===== src/rtl/nsa_pkg.sv =====
// Shared types and widths for the nibble-serial three-operand adder.
// State encoding and slice/carry widths live here.
package nsa_pkg;

    localparam int NIB_W   = 4;
    localparam int CARRY_W = 2;

    typedef enum logic [1:0] {
        ST_IDLE = 2'd0,
        ST_RUN  = 2'd1,
        ST_DONE = 2'd2
    } state_t;

endpackage


===== src/rtl/nibble_add_3op.sv =====
// One 4-bit slice of a three-operand add with a 0..2 carry-in.
// Worst case 15+15+15+2 = 47, so the carry-out fits in 2 bits.
module nibble_add_3op
    import nsa_pkg::*;
(
    input  logic [NIB_W-1:0]   a,
    input  logic [NIB_W-1:0]   b,
    input  logic [NIB_W-1:0]   c,
    input  logic [CARRY_W-1:0] ci,
    output logic [NIB_W-1:0]   s,
    output logic [CARRY_W-1:0] co
);

    logic [NIB_W+CARRY_W-1:0] total;

    // Widen every term before adding so nothing is lost
    always_comb begin
        total = {2'b00, a} + {2'b00, b} + {2'b00, c}
              + {4'b0000, ci};
        s     = total[NIB_W-1:0];
        co    = total[NIB_W+CARRY_W-1:NIB_W];
    end

endmodule


===== src/rtl/nibble_serial_adder_3op.sv =====
// Sequential in1+in2+in3+cin, one nibble per clock, LSB first.
// Result is held in DONE until the consumer takes it.
module nibble_serial_adder_3op
    import nsa_pkg::*;
#(
    parameter int WIDTH = 16
) (
    input  logic             clk,
    input  logic             reset,
    input  logic             in_valid,
    output logic             in_ready,
    input  logic [WIDTH-1:0] in1,
    input  logic [WIDTH-1:0] in2,
    input  logic [WIDTH-1:0] in3,
    input  logic             cin,
    output logic             out_valid,
    input  logic             out_ready,
    output logic [WIDTH-1:0] sum,
    output logic [1:0]       cout
);

    localparam int NNIB  = WIDTH / NIB_W;
    localparam int CNT_W = (NNIB > 1) ? $clog2(NNIB) : 1;
    localparam logic [CNT_W-1:0] CNT_LAST = CNT_W'(NNIB - 1);

    if (WIDTH % NIB_W != 0 || WIDTH < NIB_W) begin : g_bad_width
        $error("WIDTH must be a multiple of 4 and >= 4");
    end

    state_t state;
    state_t state_nxt;

    logic [WIDTH-1:0]   a_q;
    logic [WIDTH-1:0]   b_q;
    logic [WIDTH-1:0]   c_q;
    logic [WIDTH-1:0]   sum_q;
    logic [WIDTH-1:0]   sum_shift;
    logic [CARRY_W-1:0] carry_q;
    logic [CNT_W-1:0]   cnt_q;
    logic [NIB_W-1:0]   nib_s;
    logic [CARRY_W-1:0] nib_co;
    logic               accept;

    nibble_add_3op u_nib (
        .a  (a_q[NIB_W-1:0]),
        .b  (b_q[NIB_W-1:0]),
        .c  (c_q[NIB_W-1:0]),
        .ci (carry_q),
        .s  (nib_s),
        .co (nib_co)
    );

    // State register
    always_ff @(posedge clk) begin
        if (reset) state <= ST_IDLE;
        else       state <= state_nxt;
    end

    // Next state and handshake outputs; no in_valid->in_ready path
    always_comb begin
        state_nxt = state;
        in_ready  = 1'b0;
        out_valid = 1'b0;
        unique case (state)
            ST_IDLE: begin
                in_ready = 1'b1;
                if (in_valid) state_nxt = ST_RUN;
            end
            ST_RUN: begin
                if (cnt_q == CNT_LAST) state_nxt = ST_DONE;
            end
            ST_DONE: begin
                out_valid = 1'b1;
                in_ready  = out_ready;
                if (out_ready)
                    state_nxt = in_valid ? ST_RUN : ST_IDLE;
            end
            default: state_nxt = ST_IDLE;
        endcase
    end

    assign accept = in_valid & in_ready;

    // New slice enters at the top of the sum register
    assign sum_shift = (sum_q >> NIB_W)
                     | (WIDTH'(nib_s) << (WIDTH - NIB_W));

    // Operand capture, slice stepping and result accumulation
    always_ff @(posedge clk) begin
        if (reset) begin
            a_q     <= '0;
            b_q     <= '0;
            c_q     <= '0;
            sum_q   <= '0;
            carry_q <= '0;
            cnt_q   <= '0;
        end else if (accept) begin
            a_q     <= in1;
            b_q     <= in2;
            c_q     <= in3;
            carry_q <= {1'b0, cin};
            cnt_q   <= '0;
        end else if (state == ST_RUN) begin
            a_q     <= a_q >> NIB_W;
            b_q     <= b_q >> NIB_W;
            c_q     <= c_q >> NIB_W;
            sum_q   <= sum_shift;
            carry_q <= nib_co;
            cnt_q   <= cnt_q + CNT_W'(1);
        end
    end

    assign sum  = sum_q;
    assign cout = carry_q;

endmodule


===== config.mk =====
export PLATFORM = sky130hd
export DESIGN_NAME = nibble_serial_adder_3op
export DESIGN_NICKNAME = d
export VERILOG_FILES = /design/src/rtl/nsa_pkg.sv /design/src/rtl/nibble_add_3op.sv /design/src/rtl/nibble_serial_adder_3op.sv
export SDC_FILE = /design/constraint.sdc
export NUM_CORES = 1
export LEC_CHECK = 0
export BUFFER_PORTS_ARGS = -buffer_cell sky130_fd_sc_hd__buf_2
export CORE_MARGIN = 2
export CORE_UTILIZATION = 46
export CTS_CLUSTER_DIAMETER = 200
export CTS_CLUSTER_SIZE = 16
export DETAILED_ROUTE_END_ITERATION = 10
export GPL_TIMING_DRIVEN = 0
export PLACE_DENSITY = 0.7
export SYNTH_ARGS = -nofsm -noshare
export SYNTH_HDL_FRONTEND = slang
export SYNTH_SLANG_ARGS = --single-unit

===== constraint.sdc =====
create_clock -name clk -period 6.45 [get_ports clk]
set_input_delay 0.3225 -clock clk [delete_from_list [all_inputs] [get_ports clk]]
set_output_delay 0.3225 -clock clk [all_outputs]
set_load 0.005 [all_outputs]

Word-level counts from Yosys, hierarchy flattened
Cells that the tools add are included.
Widths: inputs -> output; s select.
Operators by class
  add/subtract/negate cells: 4
  equal/unequal tests: 6
  multiplexer cells: 15
  bitwise operators: 3
  reduce and logical (&&, ||, !) cells: 5
Operators with widths (count)
  $mux 16: 6
  $or 12x16->16: 1
  $add 6x2->6: 1
  $add 6x4->6: 1
  $mux 2: 3
  $ne 2x2->1 const B: 3
  $pmux 2 s3: 1
  $add 4x4->5: 1
  $eq 2x2->1 const B: 2
  $mux 1: 4
  $reduce_and 3->1: 1
  $add 2x1->2 const B: 1
  $eq 2x1->1 const B: 1
  $logic_not 2->1: 1
  $pmux 1 s2: 1
  $reduce_and 2->1: 1
  $reduce_bool 2->1: 1
  $reduce_or 2->1: 1
  $and 1x1->1: 1
  $not 1->1: 1
Word-level totals
  flip-flop bits (word level): 70
  input bits: 53
  output and inout port bits: 20
  word-level logic and storage cells: 41

Depth between registers and ports, before layout
Gate-level depths: netlist of run 1.
  depth after elaboration: 5
  depth in mapped cells: 10
  mapped depth without buffers: 10

Cells and area by module
Synthesis of run 1 repeated with hierarchy kept, for this count alone.
Unflattened totals
  cells, all modules: 388
  area total of the unflattened synthesis: 3215.6 µm²
Modules (own cells, without submodules)
  nibble_serial_adder_3op: times used 1, cells each 364, area an instance 2940.3 µm², sequential area each 1401.3 µm²
  nibble_add_3op: times used 1, cells each 24, area an instance 275.3 µm², sequential area each 0.0 µm²

Least setup slack after synthesis of run 1
Ideal clock, no wire load.
  kind: register to register
  start point: register a_q[0]
  end point: register carry_q[1] (netlist: cout[1])
  library setup time: 134 ps
  arrival time: 2593 ps
  data required time: 6316 ps
  path slack: 3723 ps
  cell stages (with the launch flop): 11
  buffers on the path: 0
  period minus slack after synthesis: 2727 ps
  cell sequence: dfxtp_1 > ha_1 > inv_1 > fa_1 > fa_1 > inv_1 > ha_1 > fa_1 > a21o_1 > a211oi_1 > a2111oi_2
On the way
  longest elaborated chain between the ends: 3
RTL lines
  from (decl): RTL line nibble_serial_adder_3op.sv:33  | logic [WIDTH-1:0] a_q;
  from (signal assigned): RTL line nibble_serial_adder_3op.sv:98  | a_q <= in1;
  from (signal assigned): RTL line nibble_serial_adder_3op.sv:104  | a_q <= a_q >> NIB_W;
  $add 4x4->5: RTL line nibble_add_3op.sv:18  | total = {2'b00, a} + {2'b00, b} + {2'b00, c}
  $add 6x4->6: RTL line nibble_add_3op.sv:18
  $add 6x2->6: RTL line nibble_add_3op.sv:19  | + {4'b0000, ci};
  to (signal assigned): RTL line nibble_serial_adder_3op.sv:101  | carry_q <= {1'b0, cin};
  to (signal assigned): RTL line nibble_serial_adder_3op.sv:108  | carry_q <= nib_co;
  to (decl): RTL line nibble_serial_adder_3op.sv:38  | logic [CARRY_W-1:0] carry_q;
No other way between the ends.
A chain may end at the register's enable or synchronous reset.

Final worst setup path of run 1
Ends and elaborated chain as after synthesis.

==> results.md, run 1 <==
- Worst EP required: 6.65 ns
- Die width: 86.83 um
- Flops & latches, synth: 70
- Pre-antenna DRT Iters: 4
- Worst min path class: in2reg
- Initial DRC count: 110
- Share of post-route cells with drive strength above 1: 26.65%
- Routability cong.: 0.8116
- Initial antenna violation count: 0
- Top cell type by total area after synthesis: dfxtp_1
- R2R cell count: 10
- Cts bufs inserted: 9
- Clock slew at reported path FFs: 0.08 ns
- FF-to-FF End: cout[1]$_SDFFE_PP0P_
- Post-Syn Instances: 367
- Pwr Density: 272.1 nW/um2
- RSZ-0062 raised after global routing: no
- Placeable Area: 6719 um2
- CTS Hold Buffers Added: 0
- Hold Path End: c_q[12]$_SDFFE_PP0P_
- Share of the synthesized area in the top cell type: 44.41%
- CP cell instances: ha_1, inv_1, fa_1, fa_1, inv_1, ha_1, fa_1, a21o_1, a211oi_1, a2111oi_2
- Vias in the first global route: ~2600
- Number of enable flip-flop cells after synthesis: 0
- Final clock skew: 0.008448 ns
- GRT overflow: 0
- Clock root buffer: clkbuf_8
- Fmax achieved: 0.3423 GHz
- Most used cell, CP: fa_1
- CTS tree: built
- Async set or reset register ratio after synthesis: 0%
- Syn Nets: 435
- Post-synthesis sequential area ratio: 44.41%
- Crit-path max cell delay: 0.50 ns
- R2R Setup Slk: 3.53 ns
- FP Rows: 30
- Top-count cell post-synth: nand2_1
- HP Start: in3[12]
- Clk buf depth: 2
- Clock sink total: 70
- Post-CTS Setup Repair Bufs: 0
- IO buf count: 71
- Fill count: roughly 640
- Synth warnings: 0
- DRC errors left: 0
- Post-route ant nets: 0
- Pin count of the biggest net entering global routing: 14
- Final Core Density: a little under three fifths
- Post-Route WL: 7.690 mm
- Slew HR: 61.70%
- Startpoint types: flip-flop
- Tmin final: between 2 and 3 ns
- H-tree levels: 3
- Ys flop type: dfxtp_1
- Max cap viols: 0
- # diodes: 0
- Status: completed
- IO Pins: between 70 and 80
- WL/cell: 14.40 um
- Setup tns final: 0 ns
- Hpwl dp: between 5 and 6 mm
- Slowest CP cell: fa_1
- Global-route wire length before repair: around 12 mm
- Final period utilization: approximately 45%
- Post-synthesis cell type count: 35
- Leak: 1.591 nW
- Synth cell count leaders: nand2_1, dfxtp_1, a21oi_1
- Vias: 2803
- Resized cells post-CTS: 0
- Critical path peak fanout: 2
- Final Hold Fails: 0
- Routed vias/inst: 5.249
- Die extent in y: 86.83 um
- Reg2reg start: a_q[0]$_SDFFE_PP0P_
- Mean Syn Cell Area: 8.598 um2
- Slew Limit Fails: 0
- Critical path arrival: ~3.1 ns
- Critical path type: reg2reg
- Cell Area, Synth: 3156 um2
- Hold Path Depth: 3
- Starting Density: 46.96%
- Synth top area cells: dfxtp_1, nand2_1, a21oi_1
- VDD IR max: between 0.1 and 0.15 mV
- CP Capture Type: flip-flop
- Final Net Count: slightly above 500
- Gr usage total: around a fifth
- Final setup violation count: 0
- DIE AREA: 7539 um2
- Area grow syn2layout: 20.98%
- Clock latency on the worst-skew pair: 0.34 ns
- Worst slew pin tran: 0.5746 ns
==> layout by cell type (no fill, tap or decap), types with 2 or more instances in the layout <==
master / n
nor2b_1: 2
o21ai_0: 2
clkbuf_1: 9
inv_1: 9
nand2_1: 92
nor2_1: 18
nand3_1: 13
fa_1: 4
a22oi_2: 6
a211oi_1: 2
buf_4: 4
ha_1: 11
dfxtp_1: 70
a22oi_1: 17
a21oi_1: 54
a311oi_1: 14
nand2b_1: 4
clkbuf_8: 10
xnor2_1: 4
inv_6: 2
a21o_1: 2
buf_6: 6
buf_2: 81
==> through the flow <==
stage / hold WS [ns] / area [um2] / worst slack, ns / std cells / power [mW]
floorplan: 0.4366 / 3156 / 3.723 / 367 / 0.6164
global placement: 0.4410 / 3611 / 3.593 / 518 / 0.6753
detailed placement: 0.4454 / 3611 / 3.552 / 518 / 0.6798
CTS: 0.1997 / 3817 / 3.530 / 534 / 1.045
global route: 0.1977 / 3817 / 3.366 / 534 / 1.089
finish: 0.2105 / 3817 / 3.529 / 534 / 1.039
==> sequential cells by signal, summed over array words and instances (netlist names) <==
register	cells
cout	2
state	2
sum	16
b_q	16
c_q	16
cnt_q	2
a_q	16
==> power by group <==
part	internal, mW	total (mW)	leakage, nW	switching (mW)
registers	0.463	0.482	0.574	0.0196
clock network	0.192	0.369	0.103	0.177
logic	0.0812	0.187	0.914	0.106
total	0.736	1.04	1.59	0.303
==> critical path, delay by kind of cell (launching register included) <==
kind	cells	cell delay (ns)
AOI/OAI and AO/OA	3	0.59
adders and majority gates	5	1.76
buffers and inverters	2	0.12
DFF	1	0.32
==> cell type report <==
| class | count | area, um2 | share of cell area, % |
|---|---|---|---|
| Clock buffer | 10 | 137.6 | 3.605 |
| Buffer | 29 | 181.4 | 4.753 |
| Clock inverter | 6 | 68.82 | 1.803 |
| Tap cell | 80 | 100.1 | 2.622 |
| Sequential cell | 70 | 1401 | 36.71 |
| Inverter | 9 | 33.78 | 0.8850 |
| Timing Repair Buffer | 71 | 355.3 | 9.308 |
| Multi-Input combinational cell | 259 | 1539 | 40.31 |
==> how the worst max path moves through the flow <==
| stage | start | to | slack (ns) | cells after the start |
|---|---|---|---|---|
| detailed placement | b_q[0]$_SDFFE_PP0P_ | cout[1]$_SDFFE_PP0P_ | 3.55 | 10 |
| finish | a_q[0]$_SDFFE_PP0P_ | cout[1]$_SDFFE_PP0P_ | 3.53 | 10 |
| global placement | a_q[0]$_SDFFE_PP0P_ | cout[1]$_SDFFE_PP0P_ | 3.59 | 10 |
| CTS | b_q[0]$_SDFFE_PP0P_ | cout[1]$_SDFFE_PP0P_ | 3.53 | 10 |
| floorplan | a_q[0]$_SDFFE_PP0P_ | cout[1]$_SDFFE_PP0P_ | 3.72 | 10 |
| global route | b_q[0]$_SDFFE_PP0P_ | cout[1]$_SDFFE_PP0P_ | 3.37 | 10 |
==> cells by family after synthesis <==
kind of cell / count (synthesis) / share of synthesized area [%]
AO/OA/AOI/OAI: 103 / 22.12
multiplexers: 1 / 0.3172
XOR/XNOR: 4 / 1.110
adder cells (fa/ha/maj): 15 / 6.899
AND/OR/NAND/NOR: 136 / 18.32
buffers and inverters: 38 / 6.820
flip-flops: 70 / 44.41
==> routing by layer <==
layer | routed length [um] | up-vias | global-route usage [%] | part of all wire, %
li1 | - | 1434 | - | -
met1 | 3562 | 1293 | 29.82 | 46
met2 | 3651 | 68 | 31.92 | 47
met3 | 388 | 8 | 4.667 | 5.0
met4 | 87 | 0 | 6.676 | 1.1
met5 | 0 | - | 0 | 0
Note: power is estimated with default switching activity, not from simulation.
==> run 2: changes to the inputs <==
Settings changed: ABC_AREA from default to 1, PLACE_DENSITY 0.7 to 0.72.
Clock period 6.45 ns to 2.4 ns, I/O delays scaled along.
==> results.md, run 2 <==
- Worst EP required: 2.64 ns (-4.01 ns)
- Top cell type by total area after synthesis: dfxtp_1
- Leak: 1.846 nW (+16%)
- Status: finished, violations left
- Clk buf depth: 2 (unchanged)
- Fill count: 668 (+5.2%)
- Worst min path class: in2reg
- Post-Syn Instances: 439 (+20%)
- CTS tree: built
- CP cell instances: ha_4, inv_2, fa_1, fa_1, inv_2, ha_4, fa_2, nand2_1, a21oi_2, nor3_1, nor3_1
- Hpwl dp: 5.879 mm (+3.1%)
- Max cap viols: 0 (unchanged)
- Slowest CP cell: fa_1
- Clock sink total: 70 (unchanged)
- Mean Syn Cell Area: 7.487 um2 (-13%)
- Final clock skew: 0.007654 ns (-0.0007936 ns)
- Clock latency on the worst-skew pair: 0.34 ns (about the same)
- Tmin final: 2.497 ns (-0.4246 ns)
- Pwr Density: 741.5 nW/um2 (+170%)
- Flops & latches, synth: 70 (unchanged)
- Main combinational cell family by area after synthesis: simple AND/OR/NAND/NOR gates
- Hold Path End: c_q[12]$_SDFFE_PP0P_
- Critical path arrival: 2.73 ns (-0.39 ns)
- Routed vias/inst: 5.003 (-4.7%)
- Pin count of the biggest net entering global routing: 13 (-1)
- Initial antenna violation count: 0 (unchanged)
- Post-synthesis sequential area ratio: 42.63% (-1.8 points)
- Crit-path max cell delay: 0.52 ns (+0.02 ns)
- FP Rows: 30 (unchanged)
- Final setup violation count: 3 (+3)
- Fmax achieved: 0.4005 GHz (+17%)
- Die width: 88.53 um (+2.0%)
- Cell Area, Synth: 3287 um2 (+4.2%)
- Post-route ant nets: 0 (unchanged)
- Most frequent cells in the layout: nand2_1, buf_2, dfxtp_1
- Placeable Area: 6869 um2 (+2.2%)
- Final Net Count: 590 (+14%)
- Final Hold Fails: 0 (unchanged)
- Post-Route WL: 8.159 mm (+6.1%)
- Worst slew pin tran: 0.7485 ns (+0.1739 ns)
- Failing checks: negative setup slack
- Global-route wire length before repair: 13.33 mm (+7.8%)
- Synth cell count leaders: nand2_1, dfxtp_1, o21ai_0
- Simple-gate portion of the synthesized area: 22.57% (+4.3 points)
- Placed cells: 606 (+17%)
- Clock slew at reported path FFs: 0.08 ns (about the same)
- H-tree levels: 3 (unchanged)
- Synth warnings: 0 (unchanged)
- Vias: 3112 (+11%)
- Most common cell after layout, fill and taps aside: nand2_1
- Cts bufs inserted: 9 (unchanged)
- CP Buf/Inv Count: 2 (unchanged)
- Starting Density: 47.85% (+0.89 points)
- Routability cong.: 0.8506 (+4.8%)
- VDD IR max: 0.4032 mV (+230%)
- Pre-antenna DRT Iters: 4 (unchanged)
- Post-synthesis mux area share: 0% (-0.32 points)
- GRT overflow: 0 (unchanged)
- IO Pins: 73 (unchanged)
- Share of the synthesized area in the top cell type: 42.63% (-1.8 points)
- Xor and xnor fraction of the mapped netlist area: 1.066% (-0.044 points)
- CP Capture Type: flip-flop
- Post-Layout Cell Count: 622 (+16%)
- Share of post-route cells with drive strength above 1: 26.62% (-0.036 points)
- Synth Area in Adders: 6.624% (-0.28 points)
- Hold Path Depth: 3 (unchanged)
- IO buf count: 71 (unchanged)
- Number of enable flip-flop cells after synthesis: 0 (unchanged)
- Slew Limit Fails: 0 (unchanged)
- Startpoint types: flip-flop
- Syn Nets: 507 (+17%)
- # diodes: 0 (unchanged)
- Post-synthesis compound-gate area fraction: 18.04% (-4.1 points)
- Async set or reset register ratio after synthesis: 0% (unchanged)
- Final period utilization: 104.0% (+59 points)
- Ys flop type: dfxtp_1
- Top-count cell post-synth: nand2_1
- Critical path type: reg2reg
- Reg2reg start: a_q[0]$_SDFFE_PP0P_
- Final instance area: 4045 um2 (+6.0%)
- Worst setup margin: -0.09674 ns (-3.625 ns)
- Initial DRC count: 188 (+71%)
- Critical path peak fanout: 2 (unchanged)
- RSZ-0062 raised after global routing: yes
- Placed cell areas: 3767 um2 (+4.3%)
- Gr usage total: 22.38% (+1.3 points)
- DRC errors left: 0 (unchanged)
- Area grow syn2layout: 23.07%
- Die extent in y: 88.53 um (+2.0%)
- Post-synthesis cell type count: 27 (-23%)
- R2R cell count: 11 (+1)
- Synth top area cells: dfxtp_1, nand2_1, o21ai_0
- Family with the most delay on the worst path: adder cells
- WL/cell: 13.12 um (-8.9%)
- FF-to-FF End: cout[1]$_SDFFE_PP0P_
- Setup tns final: -0.1565 ns (-0.1565 ns)
- Vias in the first global route: 2821 (+8.5%)
- DIE AREA: 7838 um2 (+4.0%)
- R2R Setup Slk: -0.1 ns (-3.63 ns)
- HP Start: in3[12]
- Slew HR: 50.10% (-12 points)
- Clock root buffer: clkbuf_8
- Total power draw: 2.999 mW (+190%)
## run 2: cell count changes after synthesis, moves of 9 or more
cell      delta
a21oi_2      +9
a22oi_1     -17
a311oi_1    -14
inv_1       +20
nand2_2     +10
nor2_1      +30
o21ai_0     +48
## run 2: layout make-up
class	count	area (um2)	area share (%)
clock buffer	9	123.9	3.062
sequential	70	1404	34.70
multi-input combinational	309	1625	40.18
buffer	28	175.2	4.330
tap	96	120.1	2.969
timing repair buffer	72	362.8	8.970
inverter	32	122.6	3.031
clock inverter	6	111.4	2.753
## run 2: report_power, final
group / total, mW / switching, mW / internal, mW
Combinational: 0.545 / 0.316 / 0.230
Sequential: 1.32 / 0.0586 / 1.26
Clock: 1.14 / 0.455 / 0.684
## run 2: metrics by stage
step | utilization (%) | setup WS (ns) | hold WS, ns
after global placement | 54.85 | -0.1441 | 0.3954
after CTS | 58.65 | -0.1237 | 0.02566
final | 58.89 | -0.09674 | 0.03949
after detailed placement | 54.85 | -0.1811 | 0.4027
after floorplan | - | -0.01466 | 0.2849
after global routing | 58.89 | -0.1531 | 0.03295
## run 2: layer usage
| metal | wire [um] | track usage (%) | vias to the layer above |
|---|---|---|---|
| met3 | 556 | 6.810 | 13 |
| li1 | - | - | 1582 |
| met1 | 3697 | 29.71 | 1415 |
| met5 | 0 | 0 | - |
| met2 | 3757 | 35.61 | 102 |
| met4 | 148 | 6.061 | 0 |
## run 2: kinds of logic after synthesis
kind of cell / Yosys count
XOR/XNOR: 4
flip-flops: 70
adder cells (fa/ha/maj): 15
AND/OR/NAND/NOR: 179
buffers and inverters: 60
AO/OA/AOI/OAI: 111
## run 2: timing repair
item                                   CTS  global route
pin swaps                                5             1
setup endpoints to repair                3             4
resized for setup                        7             4
hold buffers                             0             0
setup buffers                            1             0
endpoints found under the hold margin    0             0
## run 2: worst max-delay path by stage
stage                                    from                   end  slack, ns  cells after the start
final                     a_q[0]$_SDFFE_PP0P_  cout[1]$_SDFFE_PP0P_       -0.1                     11
after global routing      a_q[0]$_SDFFE_PP0P_  cout[1]$_SDFFE_PP0P_      -0.15                     11
after CTS                 a_q[0]$_SDFFE_PP0P_  cout[1]$_SDFFE_PP0P_      -0.12                     11
after detailed placement  a_q[0]$_SDFFE_PP0P_  cout[1]$_SDFFE_PP0P_      -0.18                     11
after global placement    b_q[0]$_SDFFE_PP0P_  cout[1]$_SDFFE_PP0P_      -0.14                     11
after floorplan           a_q[0]$_SDFFE_PP0P_  cout[1]$_SDFFE_PP0P_      -0.01                     11
## run 2: worst register-to-register path, delay by kind of cell, from the launching register on
family,cells,cell delay (ns)
adder cells (fa/ha/maj),5,1.63
flip-flops,1,0.36
AND/OR/NAND/NOR,3,0.28
buffers and inverters,2,0.08
AO/OA/AOI/OAI,1,0.05
==> run 3: changes to the inputs <==
Settings changed: BUFFER_PORTS_ARGS -buffer_cell sky130_fd_sc_hd__buf_2 to default, CORE_UTILIZATION 46 to 38, DONT_BUFFER_PORTS from default to 1, MAX_ROUTING_LAYER from default to met4, PLACE_DENSITY 0.72 to default.
==> results.md, run 3 (same netlist as run 2, synthesis figures left out) <==
- Most frequent cells in the layout: nand2_1, dfxtp_1, o21ai_0
- Failing checks: negative setup slack
- Placed cell areas: 3423 um2 (-9.1%)
- IO buf count: 0 (-100%)
- Startpoint types: flip-flop
- Worst slew pin tran: 0.6418 ns (-0.1066 ns)
- Pre-antenna DRT Iters: 4 (unchanged)
- Worst min path class: in2reg
- Vias in the first global route: 2871 (+1.8%)
- Final clock skew: 0.009086 ns (+0.001432 ns)
- Gr usage total: 19.61% (-2.8 points)
- GRT overflow: 0 (unchanged)
- Final setup violation count: 3 (unchanged)
- Status: finished, violations left
- H-tree levels: 3 (unchanged)
- VDD IR max: 0.3606 mV (-11%)
- Placeable Area: 8299 um2 (+21%)
- Final period utilization: 105.2% (+1.2 points)
- CTS tree: built
- CP cell instances: ha_4, inv_2, fa_1, fa_1, inv_1, ha_2, fa_2, nand2_1, a21oi_2, nor3_1, nor3_1
- Share of post-route cells with drive strength above 1: 13.67% (-13 points)
- IO Pins: 73 (unchanged)
- Hold Path Depth: 2 (-1)
- Post-route ant nets: 0 (unchanged)
- Setup WS pre-CTS: -0.1731 ns (+0.007939 ns)
- Critical path peak fanout: 2 (unchanged)
- Vias: 2980 (-4.2%)
- Starting Density: 39.60% (-8.2 points)
- Most common cell after layout, fill and taps aside: nand2_1
- Worst setup margin: -0.1246 ns (-0.02784 ns)
- Die width: 97.01 um (+9.6%)
- DIE AREA: 9410 um2 (+20%)
- Final Hold Fails: 0 (unchanged)
- Clock latency on the worst-skew pair: 0.36 ns (+0.02 ns)
- Routed vias/inst: 5.000 (about the same)
- Post-Layout Cell Count: 596 (-4.2%)
- Tmin final: 2.525 ns (+0.02784 ns)
- Pwr Density: 701.8 nW/um2 (-5.4%)
- Initial antenna violation count: 1 (+1)
- Max cap viols: 0 (unchanged)
- Fill count: 809 (+21%)
- Critical path type: reg2reg
- Slowest CP cell: fa_1
- CP Capture Type: flip-flop
- Die extent in y: 97.01 um (+9.6%)
- Pin count of the biggest net entering global routing: 14 (+1)
- Final Net Count: 553 (-6.3%)
- Final instance area: 3990 um2 (-1.4%)
- Clock slew at reported path FFs: 0.08 ns (about the same)
- WL/cell: 14.38 um (+9.6%)
- Global-route wire length before repair: 14.37 mm (+7.8%)
- Clk buf depth: 2 (unchanged)
- Routability cong.: 0.7893 (-7.2%)
- Leak: 1.667 nW (-9.7%)
- Fmax achieved: 0.3961 GHz (-1.1%)
- Family with the most delay on the worst path: adder cells
- Placed cells: 544 (-10%)
- Clock sink total: 70 (unchanged)
- RSZ-0062 raised after global routing: yes
- Critical path arrival: 2.77 ns (+0.04 ns)
- CP Buf/Inv Count: 2 (unchanged)
- Crit-path max cell delay: 0.50 ns (-0.02 ns)
- Area grow syn2layout: 21.39%
- DRC errors left: 0 (unchanged)
- Worst EP required: 2.64 ns (about the same)
- R2R cell count: 11 (unchanged)
- FP Rows: 33 (+10%)
- Clock root buffer: clkbuf_8
- Slew Limit Fails: 0 (unchanged)
- Post-Route WL: 8.572 mm (+5.1%)
- Hpwl dp: 6.117 mm (+4.1%)
- Initial DRC count: 118 (-37%)
- Slew HR: 57.21% (+7.1 points)
- Crit. path cell count: 11 (unchanged)
- Cts bufs inserted: 9 (unchanged)
- Setup tns final: -0.2535 ns (-0.09693 ns)
-- run 3: worst paths after layout --
check / to / slack, ns / start
worst max-delay path: cout[1]$_SDFFE_PP0P_ / -0.12 / a_q[0]$_SDFFE_PP0P_
worst min-delay path: b_q[5]$_SDFFE_PP0P_ / 0.006 / in2[5]
worst max register to register: cout[1]$_SDFFE_PP0P_ / -0.12 / a_q[0]$_SDFFE_PP0P_
worst min register to register: a_q[12]$_SDFFE_PP0P_ / 0.46 / a_q[12]$_SDFFE_PP0P_
-- run 3: layout make-up --
cell class	count	area, um2	area share [%]
multi-input combinational	309	1609	40.33
sequential	70	1404	35.18
timing repair buffer	35	347.8	8.717
buffer	28	175.2	4.390
tap	105	131.4	3.293
clock buffer	9	123.9	3.104
inverter	32	122.6	3.073
clock inverter	7	73.82	1.850
antenna	1	2.502	0.06272
-- run 3: stage by stage --
step                      util [%]  total power, mW  hold slack, ns
after floorplan                  -            1.687          0.2849
after global placement       41.25            1.793          0.2947
after detailed placement     41.25            1.804          0.3021
after CTS                    48.00            2.828       0.0004406
after global routing         48.08            2.959         0.01058
final                        48.08            2.800        0.006138
-- run 3: what timing repair did --
action	CTS	global route
endpoints found under the setup margin	3	4
endpoints found under the hold margin	32	0
pin swaps	5	2
setup buffers	1	0
gates resized for setup	6	1
gates cloned	0	0
hold buffers	34	0
-- run 3: routing by layer --
metal | track usage [%] | vias to the layer above | share of wire, %
li1 | - | 1519 | -
met1 | 25.17 | 1380 | 46
met2 | 30.29 | 72 | 47
met3 | 5.853 | 9 | 5.7
met4 | 5.200 | 0 | 1.1
met5 | - | - | 0
-- run 3: power by group --
group	switching (mW)	total (mW)	internal (mW)
registers	0.0679	1.32	1.26
logic	0.290	0.504	0.214
clock network	0.489	0.972	0.483
